--- src/rtl/uart_tx_port.sv ---
// uart_tx_port: memory-mapped UART transmitter on the RAM side of the bus.
// Cores write bytes to TXDATA (BASE_ADDR+0); bytes are queued in a small FIFO
// and sent on tx, LSB first. STATUS (BASE_ADDR+1) reads back
// {4'b0, overflow, busy_line, full, empty}; a write to STATUS clears overflow.
// data_out is 8'h00 outside the address window so the bus can OR it with
// gpiomem read data.
// Build option: define UART_PARITY_EN to insert an even-parity bit (8E1);
// without it the frame is 8N1.
module uart_tx_port #(
  parameter logic [8:0] BASE_ADDR    = 9'h1F0,
  parameter int         CLKS_PER_BIT = 868,
  parameter int         FIFO_DEPTH   = 4
) (
  input  logic       clk,
  input  logic       reset,
  input  logic [8:0] address,
  input  logic [7:0] data_in,
  input  logic       rw,
  output logic [7:0] data_out,
  output logic       tx,
  output logic       tx_busy
);

  localparam int DATA_W = 8;
  localparam int PTR_W  = $clog2(FIFO_DEPTH);
  localparam int CNT_W  = (CLKS_PER_BIT > 2) ? $clog2(CLKS_PER_BIT) : 1;

  localparam logic [CNT_W-1:0] BAUD_LAST = CNT_W'(CLKS_PER_BIT - 1);

  localparam logic [2:0] S_IDLE   = 3'd0;
  localparam logic [2:0] S_START  = 3'd1;
  localparam logic [2:0] S_DATA   = 3'd2;
`ifdef UART_PARITY_EN
  localparam logic [2:0] S_PARITY = 3'd3;
`endif
  localparam logic [2:0] S_STOP   = 3'd4;

  // Even parity over one data byte: the bit that makes the total count of ones even.
  function automatic logic even_parity(input logic [DATA_W-1:0] b);
    even_parity = ^b;
  endfunction

  // Address decode and write strobes
  logic hit_tx;
  logic hit_st;
  logic wr_tx_p0;
  logic wr_st_p0;
  logic wr_tx_p1;
  logic wr_st_p1;
  logic push_req;
  logic st_clr;

  assign hit_tx   = (address == BASE_ADDR);
  assign hit_st   = (address == (BASE_ADDR + 9'd1));
  assign wr_tx_p0 = rw & hit_tx;
  assign wr_st_p0 = rw & hit_st;

  // A held write acts only on its first cycle, so a long rw pulse pushes once.
  assign push_req = wr_tx_p0 & ~wr_tx_p1;
  assign st_clr   = wr_st_p0 & ~wr_st_p1;

  // ---- stage p1: previous-cycle write conditions for edge detection ----
  // Remember last cycle's write decode.
  always_ff @(posedge clk) begin
    if (reset) begin
      wr_tx_p1 <= 1'b0;
      wr_st_p1 <= 1'b0;
    end else begin
      wr_tx_p1 <= wr_tx_p0;
      wr_st_p1 <= wr_st_p0;
    end
  end

  // TX FIFO with one extra pointer bit so full and empty are distinguishable
  logic [DATA_W-1:0] mem [FIFO_DEPTH];
  logic [PTR_W:0]    wr_ptr;
  logic [PTR_W:0]    rd_ptr;
  logic              empty;
  logic              full;
  logic              pop;
  logic              push;
  logic              overflow;

  logic [2:0]        state;
  logic [CNT_W-1:0]  baud_cnt;
  logic [2:0]        bit_cnt;
  logic [DATA_W-1:0] shreg;
  logic              baud_done;

  assign empty = (wr_ptr == rd_ptr);
  assign full  = (wr_ptr[PTR_W] != rd_ptr[PTR_W]) &&
                 (wr_ptr[PTR_W-1:0] == rd_ptr[PTR_W-1:0]);

  // IDLE pops whatever was queued before this edge; a same-edge pop frees a
  // slot, so a write into a full FIFO still lands in that case.
  assign pop  = (state == S_IDLE) & ~empty;
  assign push = push_req & (~full | pop);

  // FIFO pointers; reset discards any queued bytes.
  always_ff @(posedge clk) begin
    if (reset) begin
      wr_ptr <= '0;
      rd_ptr <= '0;
    end else begin
      if (push) wr_ptr <= wr_ptr + 1'b1;
      if (pop)  rd_ptr <= rd_ptr + 1'b1;
    end
  end

  // FIFO storage; contents are meaningless while the pointers say empty.
  always_ff @(posedge clk) begin
    if (push) mem[wr_ptr[PTR_W-1:0]] <= data_in;
  end

  // Sticky overflow: set when a TXDATA write is dropped, cleared by a STATUS write.
  always_ff @(posedge clk) begin
    if (reset) begin
      overflow <= 1'b0;
    end else if (st_clr) begin
      overflow <= 1'b0;
    end else if (push_req && !push) begin
      overflow <= 1'b1;
    end
  end

  // Frame shift register loaded on pop.
  always_ff @(posedge clk) begin
    if (pop) shreg <= mem[rd_ptr[PTR_W-1:0]];
  end

`ifdef UART_PARITY_EN
  logic par_bit;

  // Parity of the byte being sent, captured alongside it.
  always_ff @(posedge clk) begin
    if (pop) par_bit <= even_parity(mem[rd_ptr[PTR_W-1:0]]);
  end
`endif

  assign baud_done = (baud_cnt == BAUD_LAST);

  // Frame sequencer: every non-idle state lasts exactly CLKS_PER_BIT cycles.
  always_ff @(posedge clk) begin
    if (reset) begin
      state    <= S_IDLE;
      baud_cnt <= '0;
      bit_cnt  <= '0;
    end else begin
      case (state)
        S_IDLE: begin
          baud_cnt <= '0;
          bit_cnt  <= '0;
          if (!empty) state <= S_START;
        end
        S_START: begin
          if (baud_done) begin
            baud_cnt <= '0;
            state    <= S_DATA;
          end else begin
            baud_cnt <= baud_cnt + CNT_W'(1);
          end
        end
        S_DATA: begin
          if (baud_done) begin
            baud_cnt <= '0;
            if (bit_cnt == 3'd7) begin
              bit_cnt <= '0;
`ifdef UART_PARITY_EN
              state   <= S_PARITY;
`else
              state   <= S_STOP;
`endif
            end else begin
              bit_cnt <= bit_cnt + 3'd1;
            end
          end else begin
            baud_cnt <= baud_cnt + CNT_W'(1);
          end
        end
`ifdef UART_PARITY_EN
        S_PARITY: begin
          if (baud_done) begin
            baud_cnt <= '0;
            state    <= S_STOP;
          end else begin
            baud_cnt <= baud_cnt + CNT_W'(1);
          end
        end
`endif
        S_STOP: begin
          if (baud_done) begin
            baud_cnt <= '0;
            state    <= S_IDLE;
          end else begin
            baud_cnt <= baud_cnt + CNT_W'(1);
          end
        end
        default: begin
          state    <= S_IDLE;
          baud_cnt <= '0;
          bit_cnt  <= '0;
        end
      endcase
    end
  end

  // ---- stage p2: registered line outputs, one cycle behind the sequencer ----
  // Line driver: level follows the current state, registered for a glitch-free tx.
  always_ff @(posedge clk) begin
    if (reset) begin
      tx <= 1'b1;
    end else begin
      case (state)
        S_START:  tx <= 1'b0;
        S_DATA:   tx <= shreg[bit_cnt];
`ifdef UART_PARITY_EN
        S_PARITY: tx <= par_bit;
`endif
        default:  tx <= 1'b1;
      endcase
    end
  end

  // Busy while a frame is in flight or bytes are still queued.
  always_ff @(posedge clk) begin
    if (reset) begin
      tx_busy <= 1'b0;
    end else begin
      tx_busy <= (state != S_IDLE) | ~empty;
    end
  end

  // Zero-wait-state read mux; zero everywhere outside the window.
  always_comb begin
    data_out = 8'h00;
    if (!rw && hit_st) begin
      data_out = {4'b0000, overflow, (state != S_IDLE), full, empty};
    end
  end

endmodule

--- config.mk ---
export PLATFORM = sky130hd
export DESIGN_NAME = uart_tx_port
export DESIGN_NICKNAME = d
export VERILOG_FILES = /design/src/rtl/uart_tx_port.sv
export SDC_FILE = /design/constraint.sdc
export NUM_CORES = 1
export LEC_CHECK = 0
export BUFFER_PORTS_ARGS = -buffer_cell sky130_fd_sc_hd__buf_2
export CORE_UTILIZATION = 52
export DETAILED_ROUTE_END_ITERATION = 8
export PLACE_DENSITY = 0.75
export SLEW_MARGIN = 20
export SYNTH_ARGS = -nofsm -noshare
export SYNTH_HDL_FRONTEND = slang
export SYNTH_SLANG_ARGS = --single-unit
export TNS_END_PERCENT = 5
--- constraint.sdc ---
create_clock -name clk -period 2 [get_ports clk]
set_input_delay 0.2 -clock clk [delete_from_list [all_inputs] [get_ports clk]]
set_output_delay 0.2 -clock clk [all_outputs]
set_load 0.05 [all_outputs]
Word-level counts from Yosys, hierarchy flattened. Memories as Yosys holds them, arrays and structs flattened. A register that Yosys moved wholly into a read port is not among the register bits. Index checks and enable logic that the tools add are counted. Widths: inputs -> output; s select.

Memories: 1. Bits in writable memories: 32. Output and inout port bits: 10. Register bits after elaboration: 27. Input bits: 20.

Memories: mem (words 4, width 8, read ports 1, clocked after Yosys merged registers in 1, write ports 1, RTL line 75) `logic [DATA_W-1:0] mem [FIFO_DEPTH];`.

Bitwise operators: 14. Eq/ne operators: 15. Magnitude comparators: 1. Reductions and logical operators: 13. Mux-type cells: 15. Add/subtract/negate cells: 4.

Operator list (count): $mux 3 (7); $eq 9x9->1 const B (2); $pmux 3 s4 (1); $add 10x1->10 const B (1); $eq 10x10->1 const B (1); $ne 2x2->1 const B (5); $add 3x1->3 const B (3); $and 1x1->1 (6); $eq 3x3->1 const B (2); $not 1->1 (6); $pmux 3 s2 (1); $reduce_or 3->1 (2); $reduce_and 5->1 (1); $lt 3x4->1 const B (1); $mux 4 (1); $reduce_or 2->1 (2); $bmux 1 s3 (1); $eq 3x1->1 const B (1); $eq 3x2->1 const B (1); $eq 3x3->1 (1); $logic_and 1x1->1 (3); $logic_not 3->1 (1); $mux 1 (3); $reduce_bool 3->1 (1); 6 further kinds (8).

Longest topological paths before layout. Gate-level depths: netlist of run 1.

Depth in word-level cells: 7. Mapped depth: 6.

Least setup slack after synthesis of run 1. OpenSTA, ideal clock, no wires.

Path type: register to register. Start point: reg state[0]. End point: mem mem[3][0] (enable). Cell stages (with the launch flop): 5. Path buffers: 1. Arrival time: 1.652 ns. Setup slack: -0.035 ns. Setup time: 0.383 ns. Period minus slack after synthesis: 2.035 ns. Cells stage by stage: dfxtp_1 -> buf_4 -> or3_4 -> and4_1 -> nor3_1.

Longest elaborated chain between the ends: 6.

RTL lines: start: declaration (RTL line 84) `logic [2:0] state;`; start signal: assignment (RTL line 145) `state <= S_IDLE;`; start signal: assignment (RTL line 153) `if (!empty) state <= S_START;`; start signal: assignment (RTL line 158) `state <= S_DATA;`; $logic_not 3->1 (RTL line 96) `assign pop = (state == S_IDLE) & ~empty;`; $and 1x1->1 (RTL line 96); $or 1x1->1 (RTL line 97) `assign push = push_req & (~full | pop);`; $and 1x1->1 (RTL line 97); $mux 1 (RTL line 112) `if (push) mem[wr_ptr[PTR_W-1:0]] <= data_in;`; $mux 1 (implied by the code) (RTL line 112); end: declaration (RTL line 75).

Every way passes these cells.

Worst setup path after layout of run 1.
Start point: reg baud_cnt[4]. End point: reg bit_cnt[0].

Longest elaborated chain between the ends: 3.

RTL lines: start: declaration (RTL line 85) `logic [CNT_W-1:0] baud_cnt;`; start signal: assignment (RTL line 160) `baud_cnt <= baud_cnt + CNT_W'(1);`; start signal: assignment (RTL line 177) `baud_cnt <= baud_cnt + CNT_W'(1);`; start signal: assignment (RTL line 195) `baud_cnt <= baud_cnt + CNT_W'(1);`; $eq 10x10->1 (RTL line 140) `assign baud_done = (baud_cnt == BAUD_LAST);`; $ne 2x2->1 (no source line); $reduce_and 2->1 (no source line); end signal: assignment (RTL line 174) `bit_cnt <= bit_cnt + 3'd1;`; end: declaration (RTL line 86) `logic [2:0] bit_cnt;`.

Every way passes these cells. A chain may end at the register's enable or synchronous reset.

==> results.cfg, run 1 <==
[worst_setup_path]
crit-reg2reg-launch = baud_cnt[4]$_SDFF_PP0_
crit_slowest_cell = or4_1
crit_buf_inv = 0
path_cells = or3b_1 > or4_1 > a21oi_4 > mux2_4
crit_type = reg2reg
arrival_ns = 2.16
crit_path_end_kind = register
worst_setup_path_start_kind = register
cp.required_ns = 2.23
reg2reg_to = bit_cnt[0]$_SDFFE_PP0P_
cpPeakStageDelay_ns = 0.56
cp_max_fo = 4
reg2reg_depth = 4
cp_top_family = simple AND/OR/NAND/NOR gates
r2r_slack_ns = 0.06

[layout]
insertedDiodeCount = 0
multi_input_area_um2 = 1120
register_area_um2 = 1740
nFillCells = 424
area_growth_pct = 16.4
postLayoutCoreUtil = 0.645
drive_gt1_frac = 0.295
fin_nets = 284

[detailed_routing]
wirelength_um = 4600
vias = 1728
drc_errors = 0
ant_nets = 0
drt-vias-per-instance = 5.22
first_iter_violations = 32
post_drt_wl_per_cell_um = 13.9
drtPass1Iterations = 4

[clock_network]
clkSlewWorstSetupHoldPaths_ns = 0.07
cts_tree = done
cts_buffer_depth = 2
clkLatencyLatePin_ns = 0.34
cts_root_buffer = clkbuf_8
cts_hold_buffers = 0
clock-sinks = 67
h-tree-depth = 3
numCtsBuffers = 9

[floorplanning]
ios = 30
core-area_um2 = 5270
die_x_um = 77.0
die_h_um = 77.0
initial_core_util = 0.555
rows = 26
dieArea_um2 = 5920

[sta]
hold_viol_final = 0
fin_crit_sh = 0.969
setup_viol = 0
drv_slew = 0
grt_setup_unrepaired = false
skew_ns = 0.00697
fin_crit_ns = 1.94
final.setup.tns_ns = 0
fmax_mhz = 516
whs_ns = 0.0730

[min_path]
hp-class = in2reg
min_from = data_in[2]
min_to = mem[0][2]$_DFFE_PP_
hold_depth = 1

[power_and_ir_drop]
p_int_mw = 2.15
combPwrFrac = 0.073
p_sw_mw = 0.647
ir_worst_vdd_mv = 0.678
pwr-share-seq = 0.534
power.share.clock = 0.393
p_leak_nw = 1.22
power_switching_share = 0.231
power.density_nw_per_um2 = 822

[flow_run]
maxCapViolCount = 0

[synthesis]
async_flop_share = 0
synth_flop_cell = edfxtp_1
ys_seq_elements = 67
ys_types = 51
synth_seq_area_share = 0.596
syn-instance-count = 214
syn_area_um2 = 2920
synth_edf_count = 40
ys_warn_count = 0
syn_area_per_cell_um2 = 13.7

[grt]
track_usage = 0.181
antenna_found_initial = 0
grt.overflow.total = 0
grt_pass1_wl_um = 8030
grt_max_degree = 16
grt_pass1_vias = 1776

[placed_design]
port_buffers = 25
dp_hpwl_um = 3220
place.gp.congestion = 0.772

[run_status]
status = finished clean
cells in the mapped netlist (2+ instances only):
library cell | n | area (um2)
mux2i_1 | 4 | 40.0
a21o_1 | 2 | 15.0
xor2_1 | 8 | 70.1
mux4_2 | 10 | 225
and3_1 | 4 | 25.0
nand3_1 | 9 | 45.0
xnor2_1 | 6 | 52.6
nand4_1 | 4 | 25.0
ha_1 | 8 | 100
nor3_1 | 2 | 10.0
buf_4 | 7 | 52.6
or4_1 | 2 | 15.0
inv_1 | 5 | 18.8
edfxtp_1 | 40 | 1200
a21oi_1 | 6 | 30.0
nor2_1 | 21 | 78.8
dfxtp_1 | 27 | 541
buf_2 | 3 | 15.0
nand4b_1 | 2 | 17.5
nand3b_1 | 3 | 22.5
nor4_1 | 2 | 12.5
nand2b_1 | 5 | 31.3
nor2b_1 | 2 | 12.5
nand2_1 | 5 | 18.8
per-stage QoR:
step	cell area [um2]	total power [mW]	setup slack, ns	cells
4_1_cts	3390	2.83	0.0680	331
5_1_grt	3400	2.92	0.00790	331
6_report	3400	2.80	0.0618	331
3_5_place_dp	3190	1.73	0.0906	315
2_1_floorplan	2940	1.67	0.113	217
3_3_place_gp	3190	1.72	0.120	315
power groups by stage:
stage | combinational (mW) | clock [mW] | sequential, mW
floorplan | 0.139 | 0 | 1.54
global placement | 0.197 | 0 | 1.52
detailed placement | 0.202 | 0 | 1.52
CTS | 0.204 | 1.14 | 1.49
global route | 0.222 | 1.20 | 1.50
finish | 0.203 | 1.10 | 1.49
routing by layer:
metal | track usage | vias up | routed length (um)
met3 | 0.0750 | 5 | 142
li1 | - | 877 | -
met4 | 0.0698 | 0 | 41
met5 | 0 | - | 0
met2 | 0.293 | 21 | 2360
met1 | 0.214 | 825 | 2060
area by class of cell:
cell class	count	area share
clock buffers	9	0.0364
multi-input cells	134	0.330
repair buffers	39	0.0677
inverters	5	0.00552
well taps	70	0.0258
clock inverters	7	0.0224
flip-flops and latches	67	0.512
sequential cells by signal (all words and copies together) (netlist names):
register,cells
mem,32
baud_cnt,10
shreg,8
bit_cnt,3
rd_ptr,3
state,3
wr_ptr,3
overflow,1
tx,1
tx_busy,1
wr_st_p1,1
wr_tx_p1,1
logic make-up after synthesis:
kind of cell,share of synthesized area
xor gates and xnor gates,0.0420
and+or+nand+nor,0.149
other,0.00128
muxes,0.0997
adders and majority gates,0.0342
buffers and inverters,0.0308
AOI/OAI and AO/OA,0.0471
DFF,0.596
layout by cell type, fill, tap and decap left out, drive strengths merged, types with 3 or more instances in the layout:
cell type  instances
xnor2              6
mux4              10
dfxtp             27
conb               4
clkinv             3
ha                 8
nand3b             3
and3               5
nand2              5
inv                6
nand2b             5
clkbuf             9
xor2               8
mux2i              4
nand4              4
buf               39
nor2              21
edfxtp            40
nand3             10
a21oi              7
how the worst max path moves through the flow:
stage	start	to	slack (ns)	depth (start not counted)
after floorplan	baud_cnt[4]$_SDFF_PP0_	bit_cnt[0]$_SDFFE_PP0P_	0.11	5
after global placement	baud_cnt[4]$_SDFF_PP0_	bit_cnt[0]$_SDFFE_PP0P_	0.12	4
after detailed placement	baud_cnt[4]$_SDFF_PP0_	bit_cnt[0]$_SDFFE_PP0P_	0.09	4
after CTS	baud_cnt[4]$_SDFF_PP0_	bit_cnt[0]$_SDFFE_PP0P_	0.07	4
after global routing	baud_cnt[4]$_SDFF_PP0_	bit_cnt[0]$_SDFFE_PP0P_	0.008	4
final	baud_cnt[4]$_SDFF_PP0_	bit_cnt[0]$_SDFFE_PP0P_	0.06	4
what timing repair did:
item                       CTS  global route
resized for setup            0             2
setup endpoints to repair    0             1
setup buffers                0             0
(Power assumes the default switching activity.)
==> inputs of run 2 (changes only) <==
--- a/config.mk
+++ b/config.mk
@@ -5,10 +5,11 @@
 export SDC_FILE = /design/constraint.sdc
 export NUM_CORES = 1
 export LEC_CHECK = 0
+export ABC_AREA = 1
 export BUFFER_PORTS_ARGS = -buffer_cell sky130_fd_sc_hd__buf_2
-export CORE_UTILIZATION = 52
+export CORE_UTILIZATION = 53
 export DETAILED_ROUTE_END_ITERATION = 8
-export PLACE_DENSITY = 0.75
+export PLACE_DENSITY = 0.76
 export SLEW_MARGIN = 20
 export SYNTH_ARGS = -nofsm -noshare
 export SYNTH_HDL_FRONTEND = slang
==> run 2 against run 1 <==
- sequential power grew 13%
- maximum frequency up 6.1%
- design area down 0.29%
- register-to-register slack improved by 0.38 ns
- synthesized cell count rose by 46%
- critical endpoint is now data_out[0]
- highest routed layer unchanged
- critical path type is now reg2out
==> results.cfg, run 2 <==
[worst_setup_path]
reg2reg_to = mem[3][7]$_DFFE_PP_
endpoint = data_out[0]
cp.required_ns = 1.80
worst_setup_path_start_kind = register
r2r_slack_ns = 0.44
crit_path_end_kind = primary output
crit_type = reg2out
critPathLaunch = wr_ptr[0]$_SDFFE_PP0P_
crit-reg2reg-launch = rd_ptr[0]$_SDFFE_PP0P_
reg2reg_depth = 7
arrival_ns = 1.63
cp_max_fo = 5

[synthesis]
ys_top_cells_by_area = edfxtp_1 (40%), dfxtp_1 (18%), nor2_1 (6.8%), nand2_1 (5.6%), o21ai_0 (4.1%)
synthMostInstantiatedCell = nor2_1
synth_seq_area_share = 0.575
yosysTopAreaCell = edfxtp_1
async_flop_share = 0
syn_area_per_cell_um2 = 9.70
synth_edf_count = 40
synthTopCellsByCount = nor2_1 (55), nand2_1 (45), edfxtp_1 (40), inv_1 (29), dfxtp_1 (27)
ys_warn_count = 0
syn_area_um2 = 3030
ys_seq_elements = 67
syn-instance-count = 312
synth_flop_cell = edfxtp_1
ys_types = 32
yosys.area.top_type_share = 0.397

[detailed_routing]
drtPass1Iterations = 6
post_drt_wl_per_cell_um = 12.1
drt-vias-per-instance = 5.02
ant_nets = 0
drc_errors = 0
wirelength_um = 5120
first_iter_violations = 79
vias = 2125

[power_and_ir_drop]
power.density_nw_per_um2 = 1090
ir_worst_vdd_mv = 0.641
p_leak_nw = 1.35

[sta]
whs_ns = 0.0766
hold_viol_final = 0
grt_setup_unrepaired = false
final.setup.tns_ns = 0
finalWorstSetupSlack_ns = 0.173
skew_ns = 0.00643
fmax_mhz = 547
fin_crit_sh = 0.913
fin_crit_ns = 1.83
setup_viol = 0
drv_slew = 0

[layout]
insertedDiodeCount = 0
mostFrequentLayoutCells = nor2_1 (55), nand2_1 (45), edfxtp_1 (40)
fin_cells = 423
fin_nets = 374
drive_gt1_frac = 0.205
final_common_cell = nor2_1
largest_reg_flops = 32
area_growth_pct = 12.0

[floorplanning]
initial_core_util = 0.550
die_x_um = 77.6
rows = 27
core-area_um2 = 5510
dieArea_um2 = 6020
ios = 30
die_h_um = 77.6

[flow_run]
maxCapViolCount = 0

[clock_network]
cts_buffer_depth = 2
clock-sinks = 67
clkSlewWorstSetupHoldPaths_ns = 0.07
clkLatencyLatePin_ns = 0.33
cts-resized-gates = 0
h-tree-depth = 3
cts_hold_buffers = 0
cts_root_buffer = clkbuf_8
cts_setup_buffers = 0
cts_tree = done
numCtsBuffers = 9

[grt]
grt_pass1_wl_um = 8990
antenna_found_initial = 0
track_usage = 0.195
grt.overflow.total = 0
grt_pass1_vias = 2086
grt_max_degree = 19

[run_status]
status = finished clean

[placed_design]
post-place-cells = 407
place.gp.congestion = 0.759
port_buffers = 25
dpl_worst_slack_ns = 0.436
dp_hpwl_um = 3630

[min_path]
hp-class = in2reg
-- run 2: changes by cell type in the layout (fill, tap and decap cells not counted), moves of 4 or more --
cell | previous run | this run
nand2_1 | 5 | 45
nor2_1 | 21 | 55
o21ai_0 | 0 | 25
inv_1 | 5 | 29
mux4_2 | 10 | 0
buf_4 | 14 | 5
a21oi_1 | 6 | 13
o22ai_1 | 1 | 8
nand3_2 | 1 | 7
nand2b_1 | 5 | 0
and3_1 | 4 | 0
mux2i_1 | 4 | 0
-- run 2: how the worst min path moves through the flow --
| stage | startpoint | end | slack [ns] | depth (start not counted) |
|---|---|---|---|---|
| floorplan | data_in[0] | mem[0][0]$_DFFE_PP_ | 0.30 | 0 |
| global placement | data_in[7] | mem[2][7]$_DFFE_PP_ | 0.42 | 1 |
| detailed placement | data_in[2] | mem[2][2]$_DFFE_PP_ | 0.42 | 1 |
| CTS | data_in[2] | mem[2][2]$_DFFE_PP_ | 0.06 | 1 |
| global route | data_in[7] | mem[0][7]$_DFFE_PP_ | 0.06 | 1 |
| finish | data_in[2] | mem[2][2]$_DFFE_PP_ | 0.08 | 1 |
-- run 2: layout make-up --
class / count / area, um2
multi-input cells: 203 / 1090
flip-flops and latches: 67 / 1740
fillers: 473 / 2120
clock inverters: 6 / 42.5
repair buffers: 30 / 163
well taps: 72 / 90.1
inverters: 35 / 135
clock buffers: 10 / 128
-- run 2: worst max-delay path, stage by stage (launching register included) --
cell     delay [ns]
dfxtp_1        0.48
inv_2          0.10
nand2_2        0.09
nand2_4        0.06
nor2_4         0.11
nand2_2        0.09
nor2_1         0.10
buf_2          0.27
-- run 2: layer usage --
| metal | GRT usage | part of all wire |
|---|---|---|
| met1 | 0.229 | 0.45 |
| met3 | 0.0659 | 0.033 |
| met4 | 0.0736 | 0.0074 |
| met5 | 0 | 0 |
| met2 | 0.328 | 0.51 |
-- run 2: kinds of logic (layout without fill, tap and decap cells) --
| family | after synthesis | count (layout) | share of synthesized area |
|---|---|---|---|
| flip-flops | 67 | 67 | 0.575 |
| adder cells (fa/ha/maj) | 8 | 8 | 0.0331 |
| AND/OR/NAND/NOR | 134 | 134 | 0.213 |
| buffers and inverters | 45 | 81 | 0.0682 |
| XOR/XNOR | 6 | 6 | 0.0174 |
| AO/OA/AOI/OAI | 51 | 51 | 0.0917 |
| other | 1 | 4 | 0.00124 |
-- run 2: where the power goes --
group | internal (mW) | total (mW) | leakage [nW] | switching (mW)
combinational | 0.314 | 1.04 | 0.687 | 0.723
sequential | 1.63 | 1.69 | 0.579 | 0.0651
clock | 0.449 | 0.962 | 0.0822 | 0.512
total | 2.39 | 3.69 | 1.35 | 1.30
-- run 2: per-stage QoR --
| step | area [um2] | util | total power [mW] |
|---|---|---|---|
| CTS | 3390 | 0.616 | 3.73 |
| floorplan | 3040 | - | 2.55 |
| global placement | 3220 | 0.585 | 2.72 |
| detailed placement | 3220 | 0.585 | 2.76 |
| finish | 3390 | 0.616 | 3.69 |
| global route | 3390 | 0.616 | 3.92 |
==> inputs of run 3 (changes only) <==
--- a/config.mk
+++ b/config.mk
@@ -10,6 +10,7 @@
 export CORE_UTILIZATION = 53
 export DETAILED_ROUTE_END_ITERATION = 8
 export PLACE_DENSITY = 0.76
+export RECOVER_POWER = 25
 export SLEW_MARGIN = 20
 export SYNTH_ARGS = -nofsm -noshare
 export SYNTH_HDL_FRONTEND = slang
==> run 3 against run 2 <==
- flip-flop and latch count did not move
- total power barely moved
- sequential power barely moved
- maximum frequency barely moved
- highest routed layer unchanged
==> results.cfg, run 3 (synthesis gave the netlist of run 2 again) <==
[grt]
busiest_layer = met2
antenna_found_initial = 0
grt_max_degree = 19
grt_pass1_vias = 2086
track_usage = 0.195
grt.overflow.total = 0
grtUsageMet2 = 0.328
grt_use_met3 = 0.0659
grtUsageMet1 = 0.229
grt_pass1_wl_um = 8990

[clock_network]
clock-sinks = 67
cts-resized-gates = 0
cts_tree = done
h-tree-depth = 3
cts_hold_buffers = 0
cts_setup_buffers = 0
cts_buffer_depth = 2
clkLatencyLatePin_ns = 0.33
numCtsBuffers = 9
cts_root_buffer = clkbuf_8
clkSlewWorstSetupHoldPaths_ns = 0.07

[floorplanning]
ios = 30
die_x_um = 77.6
dieArea_um2 = 6020
core-area_um2 = 5510
initial_core_util = 0.550
die_h_um = 77.6
rows = 27

[detailed_routing]
post_drt_wl_per_cell_um = 12.1
ant_nets = 0
drt-vias-per-instance = 5.02
wirelength_um = 5130
vias = 2122
first_iter_violations = 79
drc_errors = 0
drtPass1Iterations = 6

[placed_design]
post-place-cells = 407
port_buffers = 25
place.gp.congestion = 0.759
dpl_worst_slack_ns = 0.436
dp_hpwl_um = 3630

[worst_setup_path]
crit_slowest_cell = dfxtp_1
arrival_ns = 1.63
crit_path_end_kind = primary output
worst_setup_path_start_kind = register
path_cells = inv_2 > nand2_2 > nand2_4 > nor2_4 > nand2_2 > nor2_1 > buf_2
cpPeakStageDelay_ns = 0.48
crit_buf_inv = 2
cp_max_fo = 5
cp_top_family = flip-flops
crit_type = reg2out
r2r_slack_ns = 0.44
cp.required_ns = 1.80
crit_top_cell = nand2_2

[layout]
insertedDiodeCount = 0
nFillCells = 478
fin_nets = 374
final_common_cell = nor2_1
fin_cells = 423
area_growth_pct = 11.7
largest_reg_flops = 32
drive_gt1_frac = 0.182
mostFrequentLayoutCells = nor2_1 (55), nand2_1 (45), edfxtp_1 (40)

[sta]
drv_slew = 0
hold_viol_final = 0
fmax_mhz = 548
grt_setup_unrepaired = false
setup_viol = 0
fin_crit_ns = 1.83
fin_crit_sh = 0.913
finalWorstSetupSlack_ns = 0.174
skew_ns = 0.00586
final.setup.tns_ns = 0

[power_and_ir_drop]
power.density_nw_per_um2 = 1090
ir_worst_vdd_mv = 0.638
p_leak_nw = 1.33
p_total_mw = 3.69

[run_status]
status = finished clean

[min_path]
hp-class = in2reg

[flow_run]
maxCapViolCount = 0
## run 3: stage by stage
step	util	instance area, um2	hold WS (ns)
final	0.614	3380	0.119
after global routing	0.614	3380	0.111
after CTS	0.616	3390	0.0596
after detailed placement	0.585	3220	0.419
after global placement	0.585	3220	0.416
after floorplan	-	3040	0.299
## run 3: power by group
| group | total, mW | internal (mW) | switching (mW) |
|---|---|---|---|
| clock | 0.962 | 0.449 | 0.512 |
| sequential | 1.69 | 1.63 | 0.0651 |
| combinational | 1.03 | 0.312 | 0.723 |
## run 3: per-layer routing
metal  share of wire  wire [um]
met2            0.51       2620
met5               0          0
met1            0.45       2300
met4          0.0074         38
met3           0.034        176
## run 3: area by class of cell
| type | count | area (um2) | area share |
|---|---|---|---|
| inverter | 35 | 135 | 0.0400 |
| clock buffer | 10 | 128 | 0.0377 |
| timing repair buffer | 30 | 153 | 0.0452 |
| multi-input combinational | 203 | 1090 | 0.323 |
| tap | 72 | 90.1 | 0.0266 |
| clock inverter | 6 | 42.5 | 0.0126 |
| sequential | 67 | 1740 | 0.515 |
## run 3: path summary, 6_finish.rpt
check,start,endpoint,cells past startpoint
max,wr_ptr[0]$_SDFFE_PP0P_,data_out[0],7
max reg2reg,rd_ptr[0]$_SDFFE_PP0P_,mem[3][7]$_DFFE_PP_,7
min reg2reg,baud_cnt[0]$_SDFF_PP0_,baud_cnt[0]$_SDFF_PP0_,1
min,data_in[2],mem[2][2]$_DFFE_PP_,1
